`src/rtl/sm_pkg.sv`:
```
// Shared definitions for the bit-serial adder family: state encodings and default width.
package sm_pkg;

   localparam logic [1:0] ST_IDLE    = 2'd0;
   localparam logic [1:0] ST_COLLECT = 2'd1;
   localparam logic [1:0] ST_DONE    = 2'd2;

   localparam int SM_W = 8;

   typedef enum logic [1:0] {
      IDLE    = ST_IDLE,
      COLLECT = ST_COLLECT,
      DONE    = ST_DONE
   } sm_state_e;

endpackage : sm_pkg

```
`src/rtl/serial_shift_in.sv`:
```
// W-bit right-shift register: new bits enter at the MSB, so the first bit lands in bit 0 after W shifts.
module serial_shift_in #(
   parameter int W = 8
) (
   input  logic         clk_i,
   input  logic         clear_i,
   input  logic         shift_i,
   input  logic         bit_i,
   output logic [W-1:0] data_o
);

   logic [W-1:0] data_q;
   logic [W-1:0] data_d;

   // Clear wins over shift so an abort or restart discards a coincident bit.
   always_comb begin
      data_d = data_q;
      if (clear_i) begin
         data_d = '0;
      end else if (shift_i) begin
         data_d = {bit_i, data_q[W-1:1]};
      end
   end

   always_ff @(posedge clk_i) begin
      data_q <= data_d;
   end

   assign data_o = data_q;

endmodule : serial_shift_in

```
`src/rtl/serial_sum_deser.sv`:
```
// Collects W LSB-first sum bits and the final carry from the serial adder,
// then holds the parallel result on a valid/ready handshake.
module serial_sum_deser
   import sm_pkg::*;
#(
   parameter int W  = SM_W,
   parameter int CW = $clog2(W)
) (
   input  logic         CLK,
   input  logic         NRST,
   input  logic         rst,
   input  logic         start,
   input  logic         bit_valid,
   input  logic         S,
   input  logic         COUT,
   input  logic         sum_ready,
   output logic [W-1:0] sum,
   output logic         cout_q,
   output logic         sum_valid,
   output logic         busy,
   output logic         overrun
);

   // Handshake: a result is transferred on any edge where sum_valid and sum_ready are both high.

   sm_state_e     state_q;
   logic [CW-1:0] cnt_q;
   logic          cout_qq;
   logic          sum_valid_q;
   logic          busy_q;
   logic          overrun_q;

   logic          start_taken;
   logic          clear_sum;
   logic          shift_sum;

   // A start is ignored only while a result is held and not being accepted.
   always_comb begin
      start_taken = 1'b0;
      if (start) begin
         start_taken = (state_q != DONE) || sum_ready;
      end
   end

   assign clear_sum = !NRST || rst || start_taken;
   assign shift_sum = (state_q == COLLECT) && bit_valid && !start;

   serial_shift_in #(.W(W)) u_shift (
      .clk_i   (CLK),
      .clear_i (clear_sum),
      .shift_i (shift_sum),
      .bit_i   (S),
      .data_o  (sum)
   );

   always_ff @(posedge CLK) begin
      if (!NRST || rst) begin
         state_q     <= IDLE;
         cnt_q       <= '0;
         cout_qq     <= 1'b0;
         sum_valid_q <= 1'b0;
         busy_q      <= 1'b0;
         overrun_q   <= 1'b0;
      end else begin
         case (state_q)
            IDLE: begin
               if (start) begin
                  state_q <= COLLECT;
                  cnt_q   <= '0;
                  cout_qq <= 1'b0;
                  busy_q  <= 1'b1;
               end
            end
            COLLECT: begin
               if (start) begin
                  cnt_q   <= '0;
                  cout_qq <= 1'b0;
               end else if (bit_valid) begin
                  cnt_q <= cnt_q + CW'(1);
                  if (cnt_q == CW'(W - 1)) begin
                     cout_qq     <= COUT;
                     state_q     <= DONE;
                     busy_q      <= 1'b0;
                     sum_valid_q <= 1'b1;
                  end
               end
            end
            DONE: begin
               if (sum_ready) begin
                  sum_valid_q <= 1'b0;
                  if (start) begin
                     state_q <= COLLECT;
                     cnt_q   <= '0;
                     cout_qq <= 1'b0;
                     busy_q  <= 1'b1;
                  end else begin
                     state_q <= IDLE;
                  end
               end else if (start) begin
                  overrun_q <= 1'b1;
               end
            end
            default: begin
               state_q     <= IDLE;
               busy_q      <= 1'b0;
               sum_valid_q <= 1'b0;
            end
         endcase
      end
   end

   assign cout_q    = cout_qq;
   assign sum_valid = sum_valid_q;
   assign busy      = busy_q;
   assign overrun   = overrun_q;

endmodule : serial_sum_deser

```
`config.mk`:
```
export PLATFORM = sky130hd
export DESIGN_NAME = serial_sum_deser
export DESIGN_NICKNAME = d
export VERILOG_FILES = /design/src/rtl/sm_pkg.sv /design/src/rtl/serial_shift_in.sv /design/src/rtl/serial_sum_deser.sv
export SDC_FILE = /design/constraint.sdc
export NUM_CORES = 1
export LEC_CHECK = 0
export BUFFER_PORTS_ARGS = -buffer_cell sky130_fd_sc_hd__buf_2
export CORE_MARGIN = 2
export CORE_UTILIZATION = 44
export DETAILED_ROUTE_END_ITERATION = 12
export PLACE_DENSITY = 0.75
export SLEW_MARGIN = 20
export SYNTH_ARGS = -nofsm -noshare
export SYNTH_HDL_FRONTEND = slang
export SYNTH_SLANG_ARGS = --single-unit
```
`constraint.sdc`:
```
create_clock -name CLK -period 1.2 [get_ports CLK]
set_input_delay 0.3 -clock CLK [delete_from_list [all_inputs] [get_ports CLK]]
set_output_delay 0.3 -clock CLK [all_outputs]
set_load 0.05 [all_outputs]
```
# Word-level counts from Yosys, hierarchy flattened
# Cells that the tools add are included.
word_totals:
  reg_bits: 17
  out_inout_bits: 12
classes:
  addsub: 1
  eq_ne: 11
  n_mux: 30
  bitwise_logic: 2
  n_reduce_logical: 15
ops:
  columns: ["op", "count"]
  rows:
  - ["2-to-1 mux 1 bit", 16]
  - ["2-to-1 mux 3 bit", 4]
  - ["2-to-1 mux 2 bit", 5]
  - ["inequality test 2 bit (second input constant)", 5]
  - ["AND reduction 5 bit", 2]
  - ["one-hot mux 1 bit (3 select lines)", 3]
  - ["one-hot mux 3 bit (3 select lines)", 1]
  - ["AND reduction 4 bit", 2]
  - ["one-hot mux 2 bit (3 select lines)", 1]
  - ["AND reduction 3 bit", 2]
  - ["adder 3 x 1 -> 3 bit (second input constant)", 1]
  - ["equality test 3 bit (second input constant)", 1]
  - ["logical OR 1 bit", 3]
  - ["inequality test 3 x 2 -> 1 bit (second input constant)", 1]
  - ["inequality test 3 bit (second input constant)", 1]
  - ["nonzero test 3 bit", 1]
  - ["equality test 2 x 1 -> 1 bit (second input constant)", 1]
  - ["equality test 2 bit (second input constant)", 1]
  - ["logical AND 1 bit", 2]
  - ["zero test 1 bit", 2]
  - ["zero test 2 bit", 1]
  - ["inequality test 2 x 1 -> 1 bit (second input constant)", 1]
  - ["inverter 1 bit", 2]

# Logic depth before layout (Yosys ltp)
logic_depth:
  depth_word: 5
  depth_mapped: 5
  depth_no_buf: 5

# Hierarchy
# From an unflattened synthesis, not the netlist that was laid out.
unflattened:
  hier_cells: 74
  area_unflattened_um2: 752.0
by_module_without_submodules:
  columns: ["module", "n_inst", "cells_per_inst", "area_each_um2"]
  rows:
  - ["serial_sum_deser", 1, 48, 466.7]
  - ["serial_shift_in", 1, 26, 285.3]

# Worst setup path after synthesis
# Ideal clock, no wire load.
synth_timing:
  kind: "input-to-reg"
  startpoint: "in start"
  endpoint: "reg u_shift.data_q[0] (netlist: u_shift.data_o[0])"
  arrival_ps: 1046
  slack_ps: 21
  cell_stages: 5
  n_path_buf: 2
  path_cell_list: "buf_6 -> and4bb_1 -> buf_6 -> mux2i_1 -> nor2_1"
synth_via:
  elab_chain_len: 2
  elab_cells_between_ends: 4
  classes_between: "mux: 1; reduce/logical: 3"
synth_lines:
  columns: ["item", "line_no", "source"]
  rows:
  - ["start, declared", "serial_sum_deser.sv:12", "input logic start,"]
  - ["2-to-1 mux 1 bit / zero test 1 bit (equally long branches)", "serial_sum_deser.sv:40, serial_sum_deser.sv:46", null]
  - ["logical OR 1 bit / logical AND 1 bit (equally long branches)", "serial_sum_deser.sv:45, serial_sum_deser.sv:46", null]
  - ["end signal, assigned", "serial_shift_in.sv:26", "data_q <= data_d;"]
  - ["end, declared", "serial_shift_in.sv:12", "logic [W-1:0] data_q;"]
# Several ways; a longest one is shown, not always the timed one.
# A chain may end at the register's enable or synchronous reset.

# Final worst setup path
layout_timing:
  startpoint: "reg state_q[1]"
  endpoint: "reg u_shift.data_q[4] (netlist: u_shift.data_o[4])"
layout_via:
  elab_chain_len: 4
  elab_cells_between_ends: 7
  classes_between: "eq/ne: 2; mux: 1; reduce/logical: 4"
layout_lines:
  columns: ["item", "line_no", "source"]
  rows:
  - ["start, declared", "serial_sum_deser.sv:26", "sm_state_e state_q;"]
  - ["start signal, assigned", "serial_sum_deser.sv:58", "state_q <= IDLE;"]
  - ["start signal, assigned", "serial_sum_deser.sv:68", "state_q <= COLLECT;"]
  - ["start signal, assigned", "serial_sum_deser.sv:82", "state_q <= DONE;"]
  - ["inequality test 2 bit", "serial_sum_deser.sv:41", "start_taken = (state_q != DONE) || sum_ready;"]
  - ["logical OR 1 bit", "serial_sum_deser.sv:41", null]
  - ["2-to-1 mux 1 bit", "serial_sum_deser.sv:40", "if (start) begin"]
  - ["logical OR 1 bit", "serial_sum_deser.sv:45", "assign clear_sum = !NRST || rst || start_taken;"]
# Several ways; a longest one is shown, not always the timed one.

==> qor.csv <==
metric,value,unit
mean cell area of the mapped netlist,9.487,um2
worst r2r path cells,4,
clk root buf,clkbuf_4,
CP max stage delay,0.38,ns
Hold Path Class,in -> reg,
total gr overflow,0,
status,"complete, but fails checks",
number of synthesized register bits,17,
final hold slack,0.2619,ns
worst flop-to-flop path endpoint,u_shift.data_o[4]$_SDFFE_PP0P_,
clock latency on the worst-skew pair,0.29,ns
highest clock rate,828.1,MHz
Final HPWL DP,1127,um
static leakage,0.4062,nW
dpl cells,116,
number of synthesized flops with an enable pin,0,
Setup Skew,0.003085,ns
WP data arrival,1.38,ns
required time of the worst setup path,1.37,ns
CTS Hold Buffers Added,0,
Post-Place Setup Slack,-0.08445,ns
core area,1559,um2
Die Ht,45.27,um
worst slew pin tran,0.3787,ns
Hold Crit Start,S,
Slew Limit Fails,0,
Avg WL per Cell,12.85,um
"top cells by area, synth","dfxtp_1, mux2i_1, nor2_1, nand3_1, a21oi_1",
pwr/cell area,937.8,nW/um2
fin nets,117,
H-tree levels,1,
Synth Cell Area,749.5,um2
GP Congestion,0.8644,
top-count cell post-synth,dfxtp_1,
"Seq/Total Area, Yosys",45.41,%
vias in the first global route,598,
ys async rst share,0,%
initial antenna violation count,0,
Starting Density,48.07,%
worst rel slew slack,74.70,%
CP endpoint kind,register,
setup TNS,-0.01461,ns
1st-iter DRT viols,11,
Max clock buf depth,2,
WS Path Type,reg -> reg,
Most used DFF post-synth,dfxtp_1,
Pwr Total,0.9645,mW
drt pass-1 iters,3,
first-pass GRT wire length,2642,um
slowest CP cell,dfxtp_4,
MaxCap Viol Count,0,
full die area,2049,um2
Num CTS Buffers,3,
Tmin final,1.208,ns
largest net degree at the start of global routing,11,
RSZ-0062 raised after global routing,yes,
via count,636,
crit start category,register,
Mapped Nets,89,
Fin. Hold Viols,0,
Site Rows,14,
DRT Wirelength,1568,um
Unique masters post-synth,25,
CTS tree,built,
GRT Util Overall,18.26,%
layout cells sized above 1,41.51,%
"non-filler cells, final",122,
PnR worst setup slack,-0.007562,ns
CTS sink count,17,
maximum VDD drop,0.6976,mV
Synthesis Warnings,0,
crit path cell chain,and4bb_1 > buf_12 > mux2i_1 > nor2_1,
Crit Path Max Fanout,9,
Antenna diodes,0,
Worst-path clk slew,0.10,ns
post-route cell area,1028,um2
Antenna Nets Post-Route,0,
final setup fails,3,
Final Util,65.97,%
Reg-to-Reg Start,state_q[1]$_SDFFE_PP0P_,
placed cell area,892.1,um2
period utilisation layout,100.6,%
r2r setup slk,-0.008,ns
Post-Syn Instances,79,
io pins,20,
share of the synthesized area in the top cell type,45.41,%
worst setup path startpoint,state_q[1]$_SDFFE_PP0P_,
Worst Setup EP,u_shift.data_o[4]$_SDFFE_PP0P_,
die width,45.27,um
commonest cells in the netlist,"dfxtp_1, mux2i_1, nor2_1",
cell taking the most area after synthesis,dfxtp_1,
synthesis-to-finish area growth,37.23,%
port bufs,19,
routed vias/inst,5.213,
failing checks,setup timing,
DR DRC count,0,
worst min-delay path by stage:
stage | endpoint | cells past startpoint | slack [ns]
2_1_floorplan | u_shift.data_o[7]$_SDFFE_PP0P_ | 2 | 0.45
3_3_place_gp | sum_valid$_SDFFE_PP0P_ | 2 | 0.44
3_5_place_dp | sum_valid$_SDFFE_PP0P_ | 2 | 0.46
4_1_cts | u_shift.data_o[7]$_SDFFE_PP0P_ | 3 | 0.25
5_1_grt | cout_q$_SDFFE_PP0P_ | 3 | 0.26
6_report | u_shift.data_o[7]$_SDFFE_PP0P_ | 3 | 0.26
layer usage:
layer  routed length (um)  GRT usage [%]
met1                  748          24.69
met2                  752          26.86
met3                   53          4.800
met4                   13          8.824
met5                    0              0
cells in the final DEF (no fill, tap or decap), drive strengths merged:
master | Yosys | final
o21ai | 2 | 2
dfxtp | 17 | 17
clkinv | 0 | 1
and4bb | 1 | 1
o21bai | 2 | 2
o22ai | 3 | 3
nand3b | 1 | 1
a21boi | 1 | 1
a211oi | 1 | 1
a21oi | 5 | 5
nor2 | 10 | 10
nand2 | 4 | 4
inv | 1 | 1
or3b | 1 | 1
buf | 4 | 27
a31oi | 1 | 1
nand3 | 7 | 7
nor2b | 1 | 1
ha | 2 | 2
clkbuf | 1 | 4
mux2i | 10 | 10
nand2b | 2 | 2
nor3b | 2 | 2
timing repair:
item | in CTS | in global routing
pin swaps | 1 | 5
gates cloned | 0 | 0
resized for setup | 14 | 23
hold endpoints to repair | 0 | 0
buffers inserted | 0 | 2
endpoints found under the setup margin | 20 | 26
power by group:
part	switching [mW]	leakage [nW]	total (mW)	internal (mW)
clock network	0.181	0.0177	0.305	0.124
logic	0.0486	0.247	0.0914	0.0428
registers	0.00375	0.141	0.568	0.565
kinds of logic after synthesis:
| family | share of synthesized area (%) |
|---|---|
| multiplexers | 13.36 |
| AO/OA/AOI/OAI | 12.02 |
| flip-flops | 45.41 |
| adder cells (fa/ha/maj) | 3.338 |
| AND/OR/NAND/NOR | 20.37 |
| buffers and inverters | 5.508 |
worst max-delay path, delay by kind of cell (launching register included):
family,cells,cell delay [ns]
and+or+nand+nor,2,0.37
DFF,1,0.38
buffers and inverters,1,0.15
muxes,1,0.19
cell type report:
class	count	area, um2
clock buffer	3	22.52
fill	116	530.5
tap	16	20.02
timing repair buffer	28	235.2
multi-input combinational	56	387.9
sequential	17	354.1
clock inverter	1	5.005
inverter	1	3.754
state kept, by name, indices dropped and copies added (netlist names):
signal          cells
u_shift.data_o      8
sum_valid           1
cout_q              1
state_q             2
cnt_q               3
busy                1
overrun             1
(Power assumes the default switching activity.)
